<file path="config.mk">
export PLATFORM = sky130hd
export DESIGN_NAME = blkdev_requester_flat
export DESIGN_NICKNAME = d
export VERILOG_FILES = /design/src/rtl/blkdev_requester_pkg.sv /design/src/rtl/blkdev_requester_if.sv /design/src/rtl/blkdev_requester_watchdog.sv /design/src/rtl/blkdev_requester.sv /design/src/flat_wrapper.sv
export SDC_FILE = /design/constraint.sdc
export NUM_CORES = 1
export LEC_CHECK = 0
export CAP_MARGIN = 25
export CORE_AREA = 3 3 185 187
export CTS_CLUSTER_DIAMETER = 120
export DETAILED_ROUTE_END_ITERATION = 6
export DIE_AREA = 0 0 188 190
export GPL_TIMING_DRIVEN = 1
export PLACE_DENSITY = 0.59
export SETUP_SLACK_MARGIN = 0.1
export SLEW_MARGIN = 40
export SYNTH_ARGS = -nofsm -noshare
export SYNTH_HDL_FRONTEND = slang
export SYNTH_SLANG_ARGS = --single-unit
</file>
<file path="constraint.sdc">
create_clock -name clock -period 3.3 [get_ports clock]
set_input_delay 0.495 -clock clock [delete_from_list [all_inputs] [get_ports clock]]
set_output_delay 0.495 -clock clock [all_outputs]
set_load 0.01 [all_outputs]
</file>
<file path="src/rtl/blkdev_requester_pkg.sv">
// blkdev_pkg: shared constants and enums for the block-device requester.
package blkdev_pkg;

    localparam int BLKDEV_SECTOR_BITS = 32;
    localparam int BLKDEV_DATA_BITS   = 64;
    // 512-byte sector / 8-byte beat = 64 beats per sector
    localparam int BLKDEV_BEATS_LOG2  = 6;

    typedef enum logic [2:0] {
        ST_IDLE,
        ST_REQ,
        ST_WDATA,
        ST_WACK,
        ST_RDATA,
        ST_DONE
    } blkdev_state_e;

    typedef enum logic [1:0] {
        STATUS_OK      = 2'd0,
        STATUS_RANGE   = 2'd1,
        STATUS_TAGERR  = 2'd2,
        STATUS_TIMEOUT = 2'd3
    } blkdev_status_e;

endpackage

</file>
<file path="src/rtl/blkdev_requester_if.sv">
// Host-side and device-side channels of the block-device requester.
// master: the requester itself; slave: host engine plus device model.
interface blkdev_requester_if #(
    parameter int TAG_BITS    = 1,
    parameter int SECTOR_BITS = 32,
    parameter int DATA_BITS   = 64
);
    logic                   cmd_valid;
    logic                   cmd_ready;
    logic                   cmd_bits_write;
    logic [SECTOR_BITS-1:0] cmd_bits_offset;
    logic [SECTOR_BITS-1:0] cmd_bits_len;
    logic [TAG_BITS-1:0]    cmd_bits_tag;

    logic                   wdata_valid;
    logic                   wdata_ready;
    logic [DATA_BITS-1:0]   wdata_bits;

    logic                   rdata_valid;
    logic                   rdata_ready;
    logic [DATA_BITS-1:0]   rdata_bits_data;
    logic                   rdata_bits_last;

    logic                   cmpl_valid;
    logic                   cmpl_ready;
    logic [TAG_BITS-1:0]    cmpl_bits_tag;
    logic [1:0]             cmpl_bits_status;

    logic                   bdev_req_valid;
    logic                   bdev_req_ready;
    logic                   bdev_req_bits_write;
    logic [SECTOR_BITS-1:0] bdev_req_bits_offset;
    logic [SECTOR_BITS-1:0] bdev_req_bits_len;
    logic [TAG_BITS-1:0]    bdev_req_bits_tag;

    logic                   bdev_data_valid;
    logic                   bdev_data_ready;
    logic [DATA_BITS-1:0]   bdev_data_bits_data;
    logic [TAG_BITS-1:0]    bdev_data_bits_tag;

    logic                   bdev_resp_valid;
    logic                   bdev_resp_ready;
    logic [DATA_BITS-1:0]   bdev_resp_bits_data;
    logic [TAG_BITS-1:0]    bdev_resp_bits_tag;

    logic [SECTOR_BITS-1:0] bdev_info_nsectors;
    logic [SECTOR_BITS-1:0] bdev_info_max_req_len;

    modport master (
        input  cmd_valid, cmd_bits_write, cmd_bits_offset, cmd_bits_len, cmd_bits_tag,
        output cmd_ready,
        input  wdata_valid, wdata_bits,
        output wdata_ready,
        output rdata_valid, rdata_bits_data, rdata_bits_last,
        input  rdata_ready,
        output cmpl_valid, cmpl_bits_tag, cmpl_bits_status,
        input  cmpl_ready,
        output bdev_req_valid, bdev_req_bits_write, bdev_req_bits_offset,
               bdev_req_bits_len, bdev_req_bits_tag,
        input  bdev_req_ready,
        output bdev_data_valid, bdev_data_bits_data, bdev_data_bits_tag,
        input  bdev_data_ready,
        input  bdev_resp_valid, bdev_resp_bits_data, bdev_resp_bits_tag,
        output bdev_resp_ready,
        input  bdev_info_nsectors, bdev_info_max_req_len
    );

    modport slave (
        output cmd_valid, cmd_bits_write, cmd_bits_offset, cmd_bits_len, cmd_bits_tag,
        input  cmd_ready,
        output wdata_valid, wdata_bits,
        input  wdata_ready,
        input  rdata_valid, rdata_bits_data, rdata_bits_last,
        output rdata_ready,
        input  cmpl_valid, cmpl_bits_tag, cmpl_bits_status,
        output cmpl_ready,
        input  bdev_req_valid, bdev_req_bits_write, bdev_req_bits_offset,
               bdev_req_bits_len, bdev_req_bits_tag,
        output bdev_req_ready,
        input  bdev_data_valid, bdev_data_bits_data, bdev_data_bits_tag,
        output bdev_data_ready,
        output bdev_resp_valid, bdev_resp_bits_data, bdev_resp_bits_tag,
        input  bdev_resp_ready,
        output bdev_info_nsectors, bdev_info_max_req_len
    );

endinterface

</file>
<file path="src/rtl/blkdev_requester_watchdog.sv">
// blkdev_watchdog: idle-cycle counter; expire is high on the cycle the
// count reaches TIMEOUT_CYCLES-1 while enabled.
module blkdev_watchdog #(
    parameter int TIMEOUT_CYCLES = 65536
) (
    input  logic clock,
    input  logic reset_n,
    input  logic clear,
    input  logic enable,
    output logic expire
);
    localparam int WCW = (TIMEOUT_CYCLES > 1) ? $clog2(TIMEOUT_CYCLES) : 1;

    logic [WCW-1:0] count;

    assign expire = enable && (count == WCW'(TIMEOUT_CYCLES - 1));

    // Count enabled cycles; hold at the limit, restart on clear.
    always_ff @(posedge clock or negedge reset_n) begin
        if (!reset_n)
            count <= '0;
        else if (clear)
            count <= '0;
        else if (enable && !expire)
            count <= count + WCW'(1);
    end

endmodule

</file>
<file path="src/rtl/blkdev_requester.sv">
// blkdev_requester: issues one sector-granular host command at a time to a
// block device, streams write data / read data, and reports a completion.
// Optional watchdog: define BLKDEV_REQUESTER_TIMEOUT_EN to abort stalled
// transfers with status TIMEOUT after TIMEOUT_CYCLES idle cycles.
module blkdev_requester
    import blkdev_pkg::*;
#(
    parameter int TAG_BITS       = 1,
    parameter int SECTOR_BITS    = BLKDEV_SECTOR_BITS,
    parameter int DATA_BITS      = BLKDEV_DATA_BITS,
    parameter int TIMEOUT_CYCLES = 65536
) (
    input  logic              clock,
    input  logic              reset_n,
    blkdev_requester_if.master bus
);
    localparam int CW = SECTOR_BITS + BLKDEV_BEATS_LOG2;

    blkdev_state_e          state;
    blkdev_status_e         status;
    logic [1:0]             init_sr;
    logic                   wr_q;
    logic [SECTOR_BITS-1:0] off_q;
    logic [SECTOR_BITS-1:0] len_q;
    logic [TAG_BITS-1:0]    tag_q;
    logic [CW-1:0]          beats;

    logic st_req, st_wdata, st_wack, st_rdata, st_done;
    assign st_req   = (state == ST_REQ);
    assign st_wdata = (state == ST_WDATA);
    assign st_wack  = (state == ST_WACK);
    assign st_rdata = (state == ST_RDATA);
    assign st_done  = (state == ST_DONE);

    // Host command side; cmd_ready waits two edges after reset release.
    assign bus.cmd_ready = (state == ST_IDLE) && init_sr[1];

    // Device request channel, fields held in the latch registers until fire.
    assign bus.bdev_req_valid       = st_req;
    assign bus.bdev_req_bits_write  = wr_q;
    assign bus.bdev_req_bits_offset = off_q;
    assign bus.bdev_req_bits_len    = len_q;
    assign bus.bdev_req_bits_tag    = tag_q;

    // Write stream pass-through, gated to WDATA.
    assign bus.bdev_data_valid     = st_wdata && bus.wdata_valid;
    assign bus.wdata_ready         = st_wdata && bus.bdev_data_ready;
    assign bus.bdev_data_bits_data = st_wdata ? bus.wdata_bits : '0;
    assign bus.bdev_data_bits_tag  = tag_q;

    // Read stream pass-through; WACK swallows exactly one ack beat.
    assign bus.bdev_resp_ready = st_wack || (st_rdata && bus.rdata_ready);
    assign bus.rdata_valid     = st_rdata && bus.bdev_resp_valid;
    assign bus.rdata_bits_data = st_rdata ? bus.bdev_resp_bits_data : '0;
    assign bus.rdata_bits_last = st_rdata && (beats == CW'(1));

    assign bus.cmpl_valid       = st_done;
    assign bus.cmpl_bits_tag    = tag_q;
    assign bus.cmpl_bits_status = status;

    logic cmd_fire, req_fire, data_fire, resp_fire, cmpl_fire, last_beat;
    assign cmd_fire  = bus.cmd_valid && bus.cmd_ready;
    assign req_fire  = bus.bdev_req_valid && bus.bdev_req_ready;
    assign data_fire = bus.bdev_data_valid && bus.bdev_data_ready;
    assign resp_fire = bus.bdev_resp_valid && bus.bdev_resp_ready;
    assign cmpl_fire = bus.cmpl_valid && bus.cmpl_ready;
    assign last_beat = (beats == CW'(1));

    // Range check: end sector computed one bit wider so it cannot wrap.
    logic [SECTOR_BITS:0] end_sec;
    logic                 range_err;
    assign end_sec   = {1'b0, bus.cmd_bits_offset} + {1'b0, bus.cmd_bits_len};
    assign range_err = (bus.cmd_bits_len == '0)
                    || (bus.cmd_bits_len > bus.bdev_info_max_req_len)
                    || (end_sec > {1'b0, bus.bdev_info_nsectors});

    logic tag_bad;
    assign tag_bad = (bus.bdev_resp_bits_tag != tag_q);

    logic timeout;
`ifdef BLKDEV_REQUESTER_TIMEOUT_EN
    logic wd_en, wd_clr;
    assign wd_en  = st_req || st_wdata || st_wack || st_rdata;
    // Clearing outside the watched states covers the state-entry restart.
    assign wd_clr = !wd_en || req_fire || data_fire || resp_fire;

    blkdev_watchdog #(.TIMEOUT_CYCLES(TIMEOUT_CYCLES)) u_watchdog (
        .clock   (clock),
        .reset_n (reset_n),
        .clear   (wd_clr),
        .enable  (wd_en),
        .expire  (timeout)
    );
`else
    assign timeout = 1'b0;
    logic unused_timeout_param;
    assign unused_timeout_param = ^TIMEOUT_CYCLES;
`endif

    // Command FSM: latch, issue, stream, collect, complete. A fire always
    // takes priority over watchdog expiry in the same cycle.
    always_ff @(posedge clock or negedge reset_n) begin
        if (!reset_n) begin
            state   <= ST_IDLE;
            status  <= STATUS_OK;
            init_sr <= 2'b00;
            wr_q    <= 1'b0;
            off_q   <= '0;
            len_q   <= '0;
            tag_q   <= '0;
            beats   <= '0;
        end else begin
            init_sr <= {init_sr[0], 1'b1};
            case (state)
                ST_IDLE: if (cmd_fire) begin
                    wr_q  <= bus.cmd_bits_write;
                    off_q <= bus.cmd_bits_offset;
                    len_q <= bus.cmd_bits_len;
                    tag_q <= bus.cmd_bits_tag;
                    beats <= {bus.cmd_bits_len, {BLKDEV_BEATS_LOG2{1'b0}}};
                    if (range_err) begin
                        status <= STATUS_RANGE;
                        state  <= ST_DONE;
                    end else begin
                        status <= STATUS_OK;
                        state  <= ST_REQ;
                    end
                end
                ST_REQ: begin
                    if (req_fire)
                        state <= wr_q ? ST_WDATA : ST_RDATA;
                    else if (timeout) begin
                        status <= STATUS_TIMEOUT;
                        state  <= ST_DONE;
                    end
                end
                ST_WDATA: begin
                    if (data_fire) begin
                        beats <= beats - CW'(1);
                        if (last_beat)
                            state <= ST_WACK;
                    end else if (timeout) begin
                        status <= STATUS_TIMEOUT;
                        state  <= ST_DONE;
                    end
                end
                ST_WACK: begin
                    if (resp_fire) begin
                        if (tag_bad)
                            status <= STATUS_TAGERR;
                        state <= ST_DONE;
                    end else if (timeout) begin
                        status <= STATUS_TIMEOUT;
                        state  <= ST_DONE;
                    end
                end
                ST_RDATA: begin
                    if (resp_fire) begin
                        beats <= beats - CW'(1);
                        if (tag_bad)
                            status <= STATUS_TAGERR;
                        if (last_beat)
                            state <= ST_DONE;
                    end else if (timeout) begin
                        status <= STATUS_TIMEOUT;
                        state  <= ST_DONE;
                    end
                end
                ST_DONE: if (cmpl_fire) state <= ST_IDLE;
                default: state <= ST_IDLE;
            endcase
        end
    end

endmodule

</file>
<file path="src/flat_wrapper.sv">
// flat-port wrapper written by rule: the top's interface ports become plain ports
module blkdev_requester_flat import blkdev_pkg::*;
#(
    parameter int TAG_BITS       = 1,
    parameter int SECTOR_BITS    = BLKDEV_SECTOR_BITS,
    parameter int DATA_BITS      = BLKDEV_DATA_BITS,
    parameter int TIMEOUT_CYCLES = 65536
)
  (clock, reset_n, bus_cmd_valid, bus_cmd_bits_write, bus_cmd_bits_offset, bus_cmd_bits_len, bus_cmd_bits_tag, bus_cmd_ready, bus_wdata_valid, bus_wdata_bits, bus_wdata_ready, bus_rdata_valid, bus_rdata_bits_data, bus_rdata_bits_last, bus_rdata_ready, bus_cmpl_valid, bus_cmpl_bits_tag, bus_cmpl_bits_status, bus_cmpl_ready, bus_bdev_req_valid, bus_bdev_req_bits_write, bus_bdev_req_bits_offset, bus_bdev_req_bits_len, bus_bdev_req_bits_tag, bus_bdev_req_ready, bus_bdev_data_valid, bus_bdev_data_bits_data, bus_bdev_data_bits_tag, bus_bdev_data_ready, bus_bdev_resp_valid, bus_bdev_resp_bits_data, bus_bdev_resp_bits_tag, bus_bdev_resp_ready, bus_bdev_info_nsectors, bus_bdev_info_max_req_len);
  blkdev_requester_if #(.TAG_BITS(TAG_BITS), .SECTOR_BITS(SECTOR_BITS), .DATA_BITS(DATA_BITS)) bus_i ();
  input  logic clock;
  input  logic reset_n;
  input wire logic [$bits(bus_i.cmd_valid)-1:0] bus_cmd_valid;
  input wire logic [$bits(bus_i.cmd_bits_write)-1:0] bus_cmd_bits_write;
  input wire logic [$bits(bus_i.cmd_bits_offset)-1:0] bus_cmd_bits_offset;
  input wire logic [$bits(bus_i.cmd_bits_len)-1:0] bus_cmd_bits_len;
  input wire logic [$bits(bus_i.cmd_bits_tag)-1:0] bus_cmd_bits_tag;
  output wire logic [$bits(bus_i.cmd_ready)-1:0] bus_cmd_ready;
  input wire logic [$bits(bus_i.wdata_valid)-1:0] bus_wdata_valid;
  input wire logic [$bits(bus_i.wdata_bits)-1:0] bus_wdata_bits;
  output wire logic [$bits(bus_i.wdata_ready)-1:0] bus_wdata_ready;
  output wire logic [$bits(bus_i.rdata_valid)-1:0] bus_rdata_valid;
  output wire logic [$bits(bus_i.rdata_bits_data)-1:0] bus_rdata_bits_data;
  output wire logic [$bits(bus_i.rdata_bits_last)-1:0] bus_rdata_bits_last;
  input wire logic [$bits(bus_i.rdata_ready)-1:0] bus_rdata_ready;
  output wire logic [$bits(bus_i.cmpl_valid)-1:0] bus_cmpl_valid;
  output wire logic [$bits(bus_i.cmpl_bits_tag)-1:0] bus_cmpl_bits_tag;
  output wire logic [$bits(bus_i.cmpl_bits_status)-1:0] bus_cmpl_bits_status;
  input wire logic [$bits(bus_i.cmpl_ready)-1:0] bus_cmpl_ready;
  output wire logic [$bits(bus_i.bdev_req_valid)-1:0] bus_bdev_req_valid;
  output wire logic [$bits(bus_i.bdev_req_bits_write)-1:0] bus_bdev_req_bits_write;
  output wire logic [$bits(bus_i.bdev_req_bits_offset)-1:0] bus_bdev_req_bits_offset;
  output wire logic [$bits(bus_i.bdev_req_bits_len)-1:0] bus_bdev_req_bits_len;
  output wire logic [$bits(bus_i.bdev_req_bits_tag)-1:0] bus_bdev_req_bits_tag;
  input wire logic [$bits(bus_i.bdev_req_ready)-1:0] bus_bdev_req_ready;
  output wire logic [$bits(bus_i.bdev_data_valid)-1:0] bus_bdev_data_valid;
  output wire logic [$bits(bus_i.bdev_data_bits_data)-1:0] bus_bdev_data_bits_data;
  output wire logic [$bits(bus_i.bdev_data_bits_tag)-1:0] bus_bdev_data_bits_tag;
  input wire logic [$bits(bus_i.bdev_data_ready)-1:0] bus_bdev_data_ready;
  input wire logic [$bits(bus_i.bdev_resp_valid)-1:0] bus_bdev_resp_valid;
  input wire logic [$bits(bus_i.bdev_resp_bits_data)-1:0] bus_bdev_resp_bits_data;
  input wire logic [$bits(bus_i.bdev_resp_bits_tag)-1:0] bus_bdev_resp_bits_tag;
  output wire logic [$bits(bus_i.bdev_resp_ready)-1:0] bus_bdev_resp_ready;
  input wire logic [$bits(bus_i.bdev_info_nsectors)-1:0] bus_bdev_info_nsectors;
  input wire logic [$bits(bus_i.bdev_info_max_req_len)-1:0] bus_bdev_info_max_req_len;
  assign bus_i.cmd_valid = bus_cmd_valid;
  assign bus_i.cmd_bits_write = bus_cmd_bits_write;
  assign bus_i.cmd_bits_offset = bus_cmd_bits_offset;
  assign bus_i.cmd_bits_len = bus_cmd_bits_len;
  assign bus_i.cmd_bits_tag = bus_cmd_bits_tag;
  assign bus_cmd_ready = bus_i.cmd_ready;
  assign bus_i.wdata_valid = bus_wdata_valid;
  assign bus_i.wdata_bits = bus_wdata_bits;
  assign bus_wdata_ready = bus_i.wdata_ready;
  assign bus_rdata_valid = bus_i.rdata_valid;
  assign bus_rdata_bits_data = bus_i.rdata_bits_data;
  assign bus_rdata_bits_last = bus_i.rdata_bits_last;
  assign bus_i.rdata_ready = bus_rdata_ready;
  assign bus_cmpl_valid = bus_i.cmpl_valid;
  assign bus_cmpl_bits_tag = bus_i.cmpl_bits_tag;
  assign bus_cmpl_bits_status = bus_i.cmpl_bits_status;
  assign bus_i.cmpl_ready = bus_cmpl_ready;
  assign bus_bdev_req_valid = bus_i.bdev_req_valid;
  assign bus_bdev_req_bits_write = bus_i.bdev_req_bits_write;
  assign bus_bdev_req_bits_offset = bus_i.bdev_req_bits_offset;
  assign bus_bdev_req_bits_len = bus_i.bdev_req_bits_len;
  assign bus_bdev_req_bits_tag = bus_i.bdev_req_bits_tag;
  assign bus_i.bdev_req_ready = bus_bdev_req_ready;
  assign bus_bdev_data_valid = bus_i.bdev_data_valid;
  assign bus_bdev_data_bits_data = bus_i.bdev_data_bits_data;
  assign bus_bdev_data_bits_tag = bus_i.bdev_data_bits_tag;
  assign bus_i.bdev_data_ready = bus_bdev_data_ready;
  assign bus_i.bdev_resp_valid = bus_bdev_resp_valid;
  assign bus_i.bdev_resp_bits_data = bus_bdev_resp_bits_data;
  assign bus_i.bdev_resp_bits_tag = bus_bdev_resp_bits_tag;
  assign bus_bdev_resp_ready = bus_i.bdev_resp_ready;
  assign bus_i.bdev_info_nsectors = bus_bdev_info_nsectors;
  assign bus_i.bdev_info_max_req_len = bus_bdev_info_max_req_len;
  blkdev_requester #(.TAG_BITS(TAG_BITS), .SECTOR_BITS(SECTOR_BITS), .DATA_BITS(DATA_BITS), .TIMEOUT_CYCLES(TIMEOUT_CYCLES)) u_core (.clock(clock), .reset_n(reset_n), .bus(bus_i));
endmodule
</file>
==> impl_results.md <==
- Worst Max-Slew Pin Slew: 0.7140 ns
- Met1 usage: 33.29%
- Slowest cell on the critical path: o311ai_4
- Crit path required time: approximately 3.6 ns
- Die Span Y: about 190 um
- Busiest grt layer: met2
- Initial core utilization: between 20% and 30%
- Setup Viol. Count Final: 2
- Layout cells sized above 1: 15.93%
- #FFs+latches synth: between 100 and 150
- Syn nets: 1605
- Failing checks: setup timing
- Power per cell area: just under 600 mW/mm^2
- Dpl hpwl: between 30000 and 40000 um
- Seq/Total Area, Yosys: 29.60%
- Reg clk slew, reported paths: ~0.09 ns
- Leakage: 0.007740 uW
- Via density: between 4 and 5
- Clock Path Buffers: 2
- Hold Crit Class: input pin to async pin
- Grt ovf: 0
- Cell area after synthesis: around 0.0094 mm^2
- First DRT Iteration DRCs: around 650
- Worst path cell trace: buf_2, ha_4, a21oi_4, nor2b_4, o311ai_4, a31oi_1, buf_4, o31ai_4, a31oi_2, o21ai_1, nand2b_1, xor2_1, ha_1, a21o_1, a2111oi_4, o221ai_2, nor2_1, nor3_1, o21a_1, a2111oi_4, buf_4, a221oi_2
- Vias in the first global route: around 11000
- Post-Route WL: ~45000 um
- Worst setup margin: -0.6918 ns
- MaxCap Viol Count: 0
- Avg Inst Size Synth: approximately 7.6 um^2
- Tcrit/Tclk final: 121.0%
- Hold WS: about 0.14 ns
- Nets: between 2000 and 2500
- CTS Sinks: around 110
- GRT Overall Usage: 23.87%
- Yosys warning count: 0
- Layout area overhead: 75.13%
- Die span in x: 188 um
- First-pass DRT Iterations: 5
- Peak VDD IR: 288.7 uV
- Hold Fails Final Rpt: 0
- Crit Path Class: input pin to flip-flop
- Fmax: around 250 MHz
- Grt met3 use: under 10%
- Critical Path Sink Type: flip-flop
- CTS root buf: clkbuf_16
- DIE AREA: approximately 0.036 mm^2
- CP top delay family: compound AO/OA/AOI/OAI gates
- Worst slew margin: between 50% and 60%
- DRC: 0
- First-pass GRT wire length: 66560 um
- Clk_lat worst skew: roughly 0.37 ns
- Ys async rst share: between 90% and 100%
- Sequential cell area: roughly 0.0028 mm^2
- Site row count: 66
- Min Tclk post-route: roughly 4.0 ns
- Total number of vias: 11114
- Multi-input gate area: 0.006595 mm^2
- Wire length per cell: roughly 20 um
- Unique masters post-synth: 69
- Total negative slack: -1.381 ns
- Reg-to-reg setup timing slack: approximately 0.69 ns
- Fill cells: about 3200
- R2r startpoint: u_core.state[2]
- Crit-path max FO: 4
- Path depth of the worst reg2reg path: 6
- CTS tree: built
- I/O Buffers: about 470
- Number of synthesized flops with an enable pin: 0
- Met2 usage: a little under two fifths
- RSZ-0062 raised after global routing: true
- Largest net degree at the start of global routing: 69
- CTS Buf Count: 9
- Worst Path Arrival: roughly 4.2 ns
- Synthesized netlist cell count: about 1200
- R2R Path End: u_core.beats[32]
- Initial antenna violation count: 3
- CP max stage delay: around 0.33 ns
- Post-route ant nets: 0
- # hold bufs at CTS: 0
- Status: finished, violations left
- Gpl congestion: just over 0.9
- CP Launch Type: input pin
- Core Area: roughly 0.033 mm^2
- Critical path buffers and inverters: 3
- Clock skew: 0.009618 ns
- IO Pins: roughly 470
- Most common flop cell mapped by yosys: dfrtp_1
- Slew Viols, Final: 0
- H-Tree Depth: 3
[worst max-delay path by stage]
stage	from	to	cells past startpoint
after floorplan	bus_cmd_bits_len[0]	u_core.state[2]	21
after global placement	bus_cmd_bits_len[0]	u_core.bus.cmpl_bits_status[0]	24
after detailed placement	bus_cmd_bits_len[0]	u_core.bus.cmpl_bits_status[0]	24
after CTS	bus_cmd_bits_offset[3]	u_core.bus.cmpl_bits_status[0]	23
after global routing	bus_cmd_bits_len[0]	u_core.state[2]	24
final	bus_cmd_bits_len[8]	u_core.state[2]	22
[layout by cell type, fill, tap and decap left out, types with 23 or more instances in the layout]
cell             instances
nand2_1                231
clkdlybuf4s50_1        434
dfrtp_1                109
a21o_1                  23
o21ai_0                 56
buf_4                  156
and3_1                 135
ha_1                    77
a21oi_1                 58
nor3_1                  35
nor2_1                  70
inv_1                   87
[registers in the layout, summed over array words and instances, names as in the netlist]
register,count
u_core.beats,38
u_core.bus.bdev_req_bits_len,32
u_core.bus.bdev_req_bits_offset,32
u_core.state,3
u_core.bus.cmpl_bits_status,2
u_core.init_sr,2
u_core.bus.bdev_data_bits_tag,1
u_core.bus.bdev_req_bits_write,1
[Yosys cell counts, types with 8 or more instances]
| library cell | instances | area, um^2 |
|---|---|---|
| nand2_1 | 233 | 874.6 |
| and3_1 | 135 | 844.6 |
| dfrtp_1 | 111 | 2778 |
| ha_1 | 98 | 1226 |
| inv_1 | 89 | 334.1 |
| nor2_1 | 78 | 292.8 |
| a21oi_1 | 67 | 335.3 |
| o21ai_0 | 63 | 315.3 |
| clkbuf_1 | 58 | 217.7 |
| nor3_1 | 35 | 175.2 |
| a21o_1 | 23 | 172.7 |
| nand4_1 | 21 | 131.4 |
| xnor2_1 | 20 | 175.2 |
| nand3_1 | 19 | 95.09 |
| nor2b_1 | 15 | 93.84 |
| nor4_1 | 12 | 75.07 |
| o21a_1 | 11 | 82.58 |
| xor2_1 | 10 | 87.58 |
| a31oi_1 | 9 | 56.30 |
| nand2b_1 | 8 | 50.05 |
[routing by layer]
| metal | vias to the layer above | wire [um] |
|---|---|---|
| met5 | - | 43 |
| met2 | 344 | 20450 |
| met3 | 48 | 2587 |
| met1 | 5235 | 20850 |
| li1 | 5481 | - |
| met4 | 6 | 740 |
[cell families after synthesis]
group,after synthesis,share of synthesized area (%)
AOI/OAI and AO/OA,244,16.20
and+or+nand+nor,596,31.47
buffers and inverters,154,6.280
adders and majority gates,99,13.28
other,1,0.03996
xor gates and xnor gates,30,2.800
DFF,111,29.60
muxes,3,0.3333
[area by class of cell]
type,count,area share (%)
clock buffer,9,1.370
antenna,1,0.01523
multi-input combinational,973,40.13
clock inverter,7,0.4644
sequential,111,16.92
tap,442,3.365
inverter,89,2.033
timing repair buffer,632,35.71
[power by group]
group	switching, uW	total [uW]	internal [uW]
logic	2990	5970	2970
registers	521	2490	1970
clock network	606	1140	538
total	4120	9600	5480
[metrics by stage]
step	utilization, %	power, uW	cells	worst slack [ns]	instance area [um^2]
6_report	50.38	9604	2264	-0.6918	16430
5_1_grt	50.38	10320	2263	-0.8803	16430
4_1_cts	50.36	9642	2262	-0.5856	16430
3_5_place_dp	47.95	8311	2230	-1.822	15640
3_3_place_gp	47.95	8236	2230	-1.730	15640
2_1_floorplan	-	5249	1238	-0.6020	9477
[what timing repair did]
| item | CTS | global route |
|---|---|---|
| setup buffers | 17 | 1 |
| setup endpoints to repair | 3 | 2 |
| pin swaps | 46 | 10 |
| gates resized for setup | 174 | 17 |
(Power assumes the default switching activity.)
